[config.mk]
export PLATFORM = sky130hd
export DESIGN_NAME = sram_mem_ctrl
export DESIGN_NICKNAME = d
export VERILOG_FILES = /design/src/rtl/sram_mem_ctrl.sv
export SDC_FILE = /design/constraint.sdc
export NUM_CORES = 1
export LEC_CHECK = 0
export ABC_AREA = 1
export CAP_MARGIN = 25
export CORE_MARGIN = 4
export CORE_UTILIZATION = 40
export DETAILED_ROUTE_END_ITERATION = 8
export PLACE_DENSITY = 0.76
export SKIP_LAST_GASP = 1
export SLEW_MARGIN = 10
export SYNTH_ARGS = -nofsm -noshare
export SYNTH_HDL_FRONTEND = slang
export SYNTH_SLANG_ARGS = --single-unit
[constraint.sdc]
create_clock -name clk -period 3.6 [get_ports clk]
set_clock_uncertainty 0.1 [all_clocks]
set_input_delay 0.72 -clock clk [delete_from_list [all_inputs] [get_ports clk]]
set_output_delay 0.72 -clock clk [all_outputs]
set_load 0.02 [all_outputs]
[src/rtl/sram_mem_ctrl.sv]
// Fixed-timing single-word controller for an external asynchronous SRAM.
// Turns a go/complete handshake into SETUP/ACCESS/HOLD strobe sequencing.
module sram_mem_ctrl #(
    parameter int ADDR_W      = 13,
    parameter int DATA_W      = 8,
    parameter int WAIT_CYCLES = 2
) (
    input  logic              clk,
    input  logic              rst,
    input  logic              go,
    input  logic              w_rn,
    input  logic [ADDR_W-1:0] address,
    input  logic [DATA_W-1:0] wdata,
    output logic [DATA_W-1:0] rdata,
    output logic              mem_valid,
    output logic              busy,
    output logic [ADDR_W-1:0] sram_addr,
    output logic [DATA_W-1:0] sram_dq_out,
    output logic              sram_dq_oe,
    input  logic [DATA_W-1:0] sram_dq_in,
    output logic              sram_ce_n,
    output logic              sram_we_n,
    output logic              sram_oe_n
);

    localparam int CNT_W = $clog2(WAIT_CYCLES + 1);
    localparam logic [CNT_W-1:0] CNT_LOAD = CNT_W'(WAIT_CYCLES - 1);
    localparam logic [CNT_W-1:0] CNT_ONE  = CNT_W'(1);

    typedef enum logic [2:0] {
        IDLE   = 3'd0,
        SETUP  = 3'd1,
        ACCESS = 3'd2,
        HOLD   = 3'd3,
        DONE   = 3'd4
    } state_t;

    state_t            state_q, state_d;
    logic [CNT_W-1:0]  count_q, count_d;
    logic              isWrite_q, isWrite_d;
    logic [ADDR_W-1:0] addr_q, addr_d;
    logic [DATA_W-1:0] dqOut_q, dqOut_d;
    logic [DATA_W-1:0] rdata_q, rdata_d;
    logic              ceN_q, ceN_d;
    logic              weN_q, weN_d;
    logic              oeN_q, oeN_d;
    logic              dqOe_q, dqOe_d;
    logic              memValid_q, memValid_d;
    logic              busy_q, busy_d;
    logic              inCycle;

    // Next-state logic; request fields are captured only when leaving IDLE,
    // so a go seen while busy has no effect at all.
    always_comb begin
        state_d   = state_q;
        count_d   = count_q;
        isWrite_d = isWrite_q;
        addr_d    = addr_q;
        dqOut_d   = dqOut_q;
        rdata_d   = rdata_q;
        case (state_q)
            IDLE: begin
                if (go) begin
                    state_d   = SETUP;
                    isWrite_d = w_rn;
                    addr_d    = address;
                    if (w_rn) begin
                        dqOut_d = wdata;
                    end
                end
            end
            SETUP: begin
                state_d = ACCESS;
                count_d = CNT_LOAD;
            end
            ACCESS: begin
                if (count_q == '0) begin
                    state_d = HOLD;
                    if (!isWrite_q) begin
                        rdata_d = sram_dq_in;
                    end
                end else begin
                    count_d = count_q - CNT_ONE;
                end
            end
            HOLD: begin
                state_d = DONE;
            end
            DONE: begin
                state_d = IDLE;
            end
            default: begin
                state_d = IDLE;
            end
        endcase
    end

    // Strobes are decoded from the upcoming state and then registered, so
    // every SRAM pin changes only at a clock edge and never glitches.
    always_comb begin
        inCycle    = (state_d == SETUP) || (state_d == ACCESS) || (state_d == HOLD);
        ceN_d      = !inCycle;
        weN_d      = !((state_d == ACCESS) && isWrite_d);
        oeN_d      = !((state_d == ACCESS) && !isWrite_d);
        dqOe_d     = inCycle && isWrite_d;
        memValid_d = (state_d == DONE);
        busy_d     = (state_d != IDLE);
    end

    always_ff @(posedge clk or negedge rst) begin
        if (!rst) begin
            state_q    <= IDLE;
            count_q    <= '0;
            isWrite_q  <= 1'b0;
            addr_q     <= '0;
            dqOut_q    <= '0;
            rdata_q    <= '0;
            ceN_q      <= 1'b1;
            weN_q      <= 1'b1;
            oeN_q      <= 1'b1;
            dqOe_q     <= 1'b0;
            memValid_q <= 1'b0;
            busy_q     <= 1'b0;
        end else begin
            state_q    <= state_d;
            count_q    <= count_d;
            isWrite_q  <= isWrite_d;
            addr_q     <= addr_d;
            dqOut_q    <= dqOut_d;
            rdata_q    <= rdata_d;
            ceN_q      <= ceN_d;
            weN_q      <= weN_d;
            oeN_q      <= oeN_d;
            dqOe_q     <= dqOe_d;
            memValid_q <= memValid_d;
            busy_q     <= busy_d;
        end
    end

    assign rdata       = rdata_q;
    assign mem_valid   = memValid_q;
    assign busy        = busy_q;
    assign sram_addr   = addr_q;
    assign sram_dq_out = dqOut_q;
    assign sram_dq_oe  = dqOe_q;
    assign sram_ce_n   = ceN_q;
    assign sram_we_n   = weN_q;
    assign sram_oe_n   = oeN_q;

endmodule

; ---- Yosys cells after proc, flatten, opt, wreduce, memory -nomap -nowiden
; Index checks and enable logic that the tools add are counted.
[totals]
reg_bits = 41
input_bits = 33
out_inout_bits = 35
elab_cells = 46
[op_classes]
addsub = 1
n_eq_ne = 8
muxes = 7
bitwise = 1
reduce_logical = 17
[op_table]
columns = operator, n
row1 = 3-bit by 2-bit == test with 1-bit output (second input constant), 4
row2 = 3-bit case mux with 4 select lines, 1
row3 = 3-bit by 1-bit == test with 1-bit output (second input constant), 2
row4 = 3-bit two-way mux, 2
row5 = 3-bit AND reduction, 2
row6 = 1-bit logical NOT, 4
row7 = 2-bit case mux with 2 select lines, 1
row8 = 2-bit AND reduction, 2
row9 = 3-bit == test (second input constant), 1
row10 = 1-bit logical AND, 3
row11 = 3-bit logical NOT, 1
row12 = 3-bit nonzero test, 1
row13 = 2-bit logical NOT, 1
row14 = 1-bit logical OR, 2
row15 = 1-bit two-way mux, 2
row16 = 2-bit two-way mux, 1
row17 = 2-bit != test (second input constant), 1
row18 = 2-bit nonzero test, 1
row19 = 2-bit by 1-bit subtractor with 2-bit output (second input constant), 1
row20 = 1-bit inverter, 1

; ---- Depth between registers and ports, before layout
[logic_depth]
ltp_word = 7
ltp_mapped = 7
ltp_nobuf = 7

; ---- Least setup slack after synthesis
; No wires, ideal clock.
[synth_path]
path_type = input to register
startpoint = input port go
endpoint = register addr_q[0] (netlist: sram_addr[0])
setup_ps = 117
arrival_time_ps = 1279
required_time_ps = 3383
slack_ps = 2104
stages = 6
path_cell_list = inv_1 nor2_4 nand2_4 buf_2 nand2_1 nand2_1
[synth_via]
elab_chain_len = 1
[synth_rtl]
columns = element, line_no
row1 = "start, declared", 10  ; input logic go,
row2 = 2-bit AND reduction (no line), n/a
row3 = "end signal, assigned", 128  ; addr_q <= addr_d;
row4 = "end, declared", 41  ; logic [ADDR_W-1:0] addr_q, addr_d;
; Every way passes these cells.
; A chain may end at the register's enable or synchronous reset.

; ---- Worst setup path in the final report
[layout_path]
startpoint = register oeN_q (netlist: sram_oe_n)
endpoint = output port sram_oe_n
[layout_lines]
columns = element, line_no
row1 = "start, declared", 46  ; logic oeN_q, oeN_d;
row2 = "start signal, assigned", 133  ; oeN_q <= oeN_d;
row3 = "end, declared", 23  ; output logic sram_oe_n
; No word-level cell between the ends.

==> results.md <==
* **layout-stage area growth over the synthesis result** 48.43%
* **Gates resized, CTS repair** 0
* **iteration count of the initial detailed-routing pass** 4
* **clock transition at the register clock pins on the worst setup and hold paths after CTS** 0.07 ns
* **critical path launch point type** register
* **leakage** 1.178 nW
* **all-layer global routing usage** 14.79%
* **last weighted congestion value of the routability-driven placer** 0.7470
* **met2 track demand over resource** 21.73%
* **effective utilization at floorplan** 43.05%
* **Filler Cell Count** 332
* **number of synthesized register bits** 41
* **routed vias/inst** 4.644
* **cell area after synthesis** 1635 um2
* **antenna violations before repair** 0
* **Die X** 71.94 um
* **Antenna Nets Post-Route** 0
* **min cycle time layout** 2.240 ns
* **number of vias after detailed routing** 1342
* **Peak VDD IR** 0.4275 mV
* **proportion of layout cells with a drive suffix above 1** 9.544%
* **top-level I/O count** 68
* **Highest Clock Rate** 446.4 MHz
* **Nets** 274
* **Reg2Reg Depth** 6
* **Critical Path Max Stage Delay** 0.60 ns
* **biggest area consumer among synthesized cells** sky130_fd_sc_hd__dfrtp_1
* **Final Hold Vio Count** 0
* **CTS Buf Count** 5
* **critical path start-end classification** register to output pin
* **H-tree level count** 2
* **die outline height** 71.94 um
* **drt wl/cell** 12.70 um
* **CP max FO** 1
* **Die ar.** 5175 um2
* **gr busiest metal** met2
* **post-place instance area** 2346 um2
* **Clock Path Buffers** 2
* **post-route cell area** 2427 um2
* **average cell area after synthesis** 9.676 um2
* **Final Power** 2.184 mW
* **transition time of the tightest slew-check pin** 0.8741 ns
* **synthesis warning total** 0
* **final setup TNS** 0 ns
* **area of the core** 3799 um2
* **status** complete, no violations
* **CTS Sinks** 41
* **fraction of the core area covered by cells at the end of the flow** 63.90%
* **final worst-path cycle share** 62.23%
* **worst path arrival time** 1.42 ns
* **largest net degree at the start of global routing** 42
* **data required time at the worst endpoint** 2.78 ns
* **Max-cap violations** 0
* **Pins Over Slew Limit** 0
* **cell type group with the largest total delay on the critical path** buffers and inverters
* **fraction of met3 tracks used by global routing** 4.155%
* **CTS Root Buffer Type** sky130_fd_sc_hd__clkbuf_8
* **FP Rows** 22
* **sequential cell area fraction in the yosys report** 62.97%
* **worst-path cell chain** clkdlybuf4s50_1
* **count of placed standard cells including taps** 281
* **DR iter-0 viols** 73
* **worst-skew pair later-pin latency** 0.29 ns
* **unrepaired setup endpoints after global routing** no
* **Syn Inst Count** 169
* **slowest CP cell** sky130_fd_sc_hd__clkdlybuf4s50_1
* **global routing met1 resource utilization** 19.98%
* **cell types occupying the most area after synthesis** sky130_fd_sc_hd__dfrtp_1 (58%), sky130_fd_sc_hd__nand2_1 (18%), sky130_fd_sc_hd__nand3_1 (7.0%)
* **final antenna diode count** 0
* **setup fix buffers added after clock tree synthesis** 0
* **Cell Count, Final, Fillers Out** 289
* **count of buffers inserted at the top-level ports** 67
* **area fraction of the dominant cell type after synthesis** 58.15%
* **total number of cells along the worst setup path** 1
* **synthesized netlist net count** 203
* **drt drc** 0
* **aggregate routed wire length** 3670 um
* **CTS Hold Bufs** 0
* **classification of the worst-slack hold path** register to register
* **Cell variety after synth** 21
* **HPWL Detailed** 2643 um
* **global route total overflow** 0
* **first-pass GRT wire length** 5809 um
* **number of global-route vias before repair** 1239
* **normalized max-slew margin** 41.73%
* **CTS tree** yes
* **worst path buffer plus inverter count** 1
* **type of element capturing the critical path** output pin
* **final number of setup-violating endpoints** 0
* **Hold Path Depth** 2
* **areal power density over the cells** 899.8 nW/um2
[cell usage in the layout, fill, tap and decap left out, types with 2 or more instances in the layout]
cell	instances
sky130_fd_sc_hd__nand3_4	2
sky130_fd_sc_hd__nor2_2	2
sky130_fd_sc_hd__nand2_4	2
sky130_fd_sc_hd__dfrtp_1	38
sky130_fd_sc_hd__inv_1	5
sky130_fd_sc_hd__nor3_1	2
sky130_fd_sc_hd__clkbuf_8	5
sky130_fd_sc_hd__nand2_1	77
sky130_fd_sc_hd__clkbuf_1	2
sky130_fd_sc_hd__nand3_1	23
sky130_fd_sc_hd__dfstp_2	3
sky130_fd_sc_hd__clkinv_2	2
sky130_fd_sc_hd__inv_2	2
sky130_fd_sc_hd__clkdlybuf4s50_1	66
[flip-flops by register name (all words and copies together) (netlist names)]
name / count
sram_dq_out: 8
state_q: 3
busy: 1
isWrite_q: 1
rdata: 8
sram_addr: 13
sram_oe_n: 1
count_q: 2
sram_ce_n: 1
sram_dq_oe: 1
sram_we_n: 1
mem_valid: 1
[report_power, final]
part           internal, mW  switching (mW)
clock network         0.136           0.146
registers             0.683           0.129
logic                 0.476           0.613
[layer usage]
layer	up-vias	routed length (um)	share of wire (%)
li1	676	-	-
met1	613	1629	44
met2	45	1688	46
met3	8	279	7.6
met4	0	73	2.0
met5	-	0	0
[cell families (layout without fill, tap and decap cells)]
logic type	count (synthesis)	count (layout)	share of synthesized area, %
AOI/OAI and AO/OA	2	2	0.6886
adders and majority gates	1	1	0.7650
buffers and inverters	13	85	3.443
DFF	41	41	62.97
and+or+nand+nor	112	112	32.13
[path summary, 6_finish.rpt]
path	startpoint	to	slack, ns
setup / recovery	sram_oe_n$_DFF_PN1_	sram_oe_n	1.36
hold / removal	sram_addr[9]$_DFFE_PN0P_	sram_addr[9]$_DFFE_PN0P_	0.37
setup reg to reg	state_q[1]$_DFF_PN0_	sram_dq_oe$_DFF_PN0_	2.04
hold reg to reg	sram_addr[9]$_DFFE_PN0P_	sram_addr[9]$_DFFE_PN0P_	0.37
max in group asynchronous	rst	state_q[0]$_DFF_PN0_	2.41
min in group asynchronous	rst	sram_addr[8]$_DFFE_PN0P_	0.45
[final cells by class]
cell class	instances	area [um2]	share of cell area, %
clock buffers	7	76.32	3.144
clock inverters	1	5.005	0.2062
inverters	10	41.29	1.701
multi-input cells	115	549.3	22.63
flip-flops and latches	41	1030	42.42
well taps	48	60.06	2.474
repair buffers	67	665.6	27.42
[per-stage QoR]
step / hold slack, ns / worst slack [ns]
global route: 0.3948 / 1.319
finish: 0.3716 / 1.360
CTS: 0.3759 / 1.352
global placement: 0.3532 / 1.344
floorplan: 0.3244 / 2.104
detailed placement: 0.3589 / 1.325
[synth_stat cells]
library cell,instances
sky130_fd_sc_hd__ha_1,1
sky130_fd_sc_hd__nor2_1,1
sky130_fd_sc_hd__inv_2,2
sky130_fd_sc_hd__nand2_2,1
sky130_fd_sc_hd__a31oi_1,1
sky130_fd_sc_hd__nor3_1,2
sky130_fd_sc_hd__clkinv_1,1
sky130_fd_sc_hd__nand2_4,2
sky130_fd_sc_hd__inv_1,5
sky130_fd_sc_hd__nand3_4,2
sky130_fd_sc_hd__nor2_2,2
sky130_fd_sc_hd__dfrtp_1,38
sky130_fd_sc_hd__dfstp_2,3
sky130_fd_sc_hd__nand2_1,77
sky130_fd_sc_hd__nor2_4,1
sky130_fd_sc_hd__o21ai_0,1
sky130_fd_sc_hd__clkinv_2,1
sky130_fd_sc_hd__nor2_8,1
sky130_fd_sc_hd__nand3_1,23
sky130_fd_sc_hd__buf_2,3
sky130_fd_sc_hd__inv_4,1
Note: power is estimated with default switching activity, not from simulation.
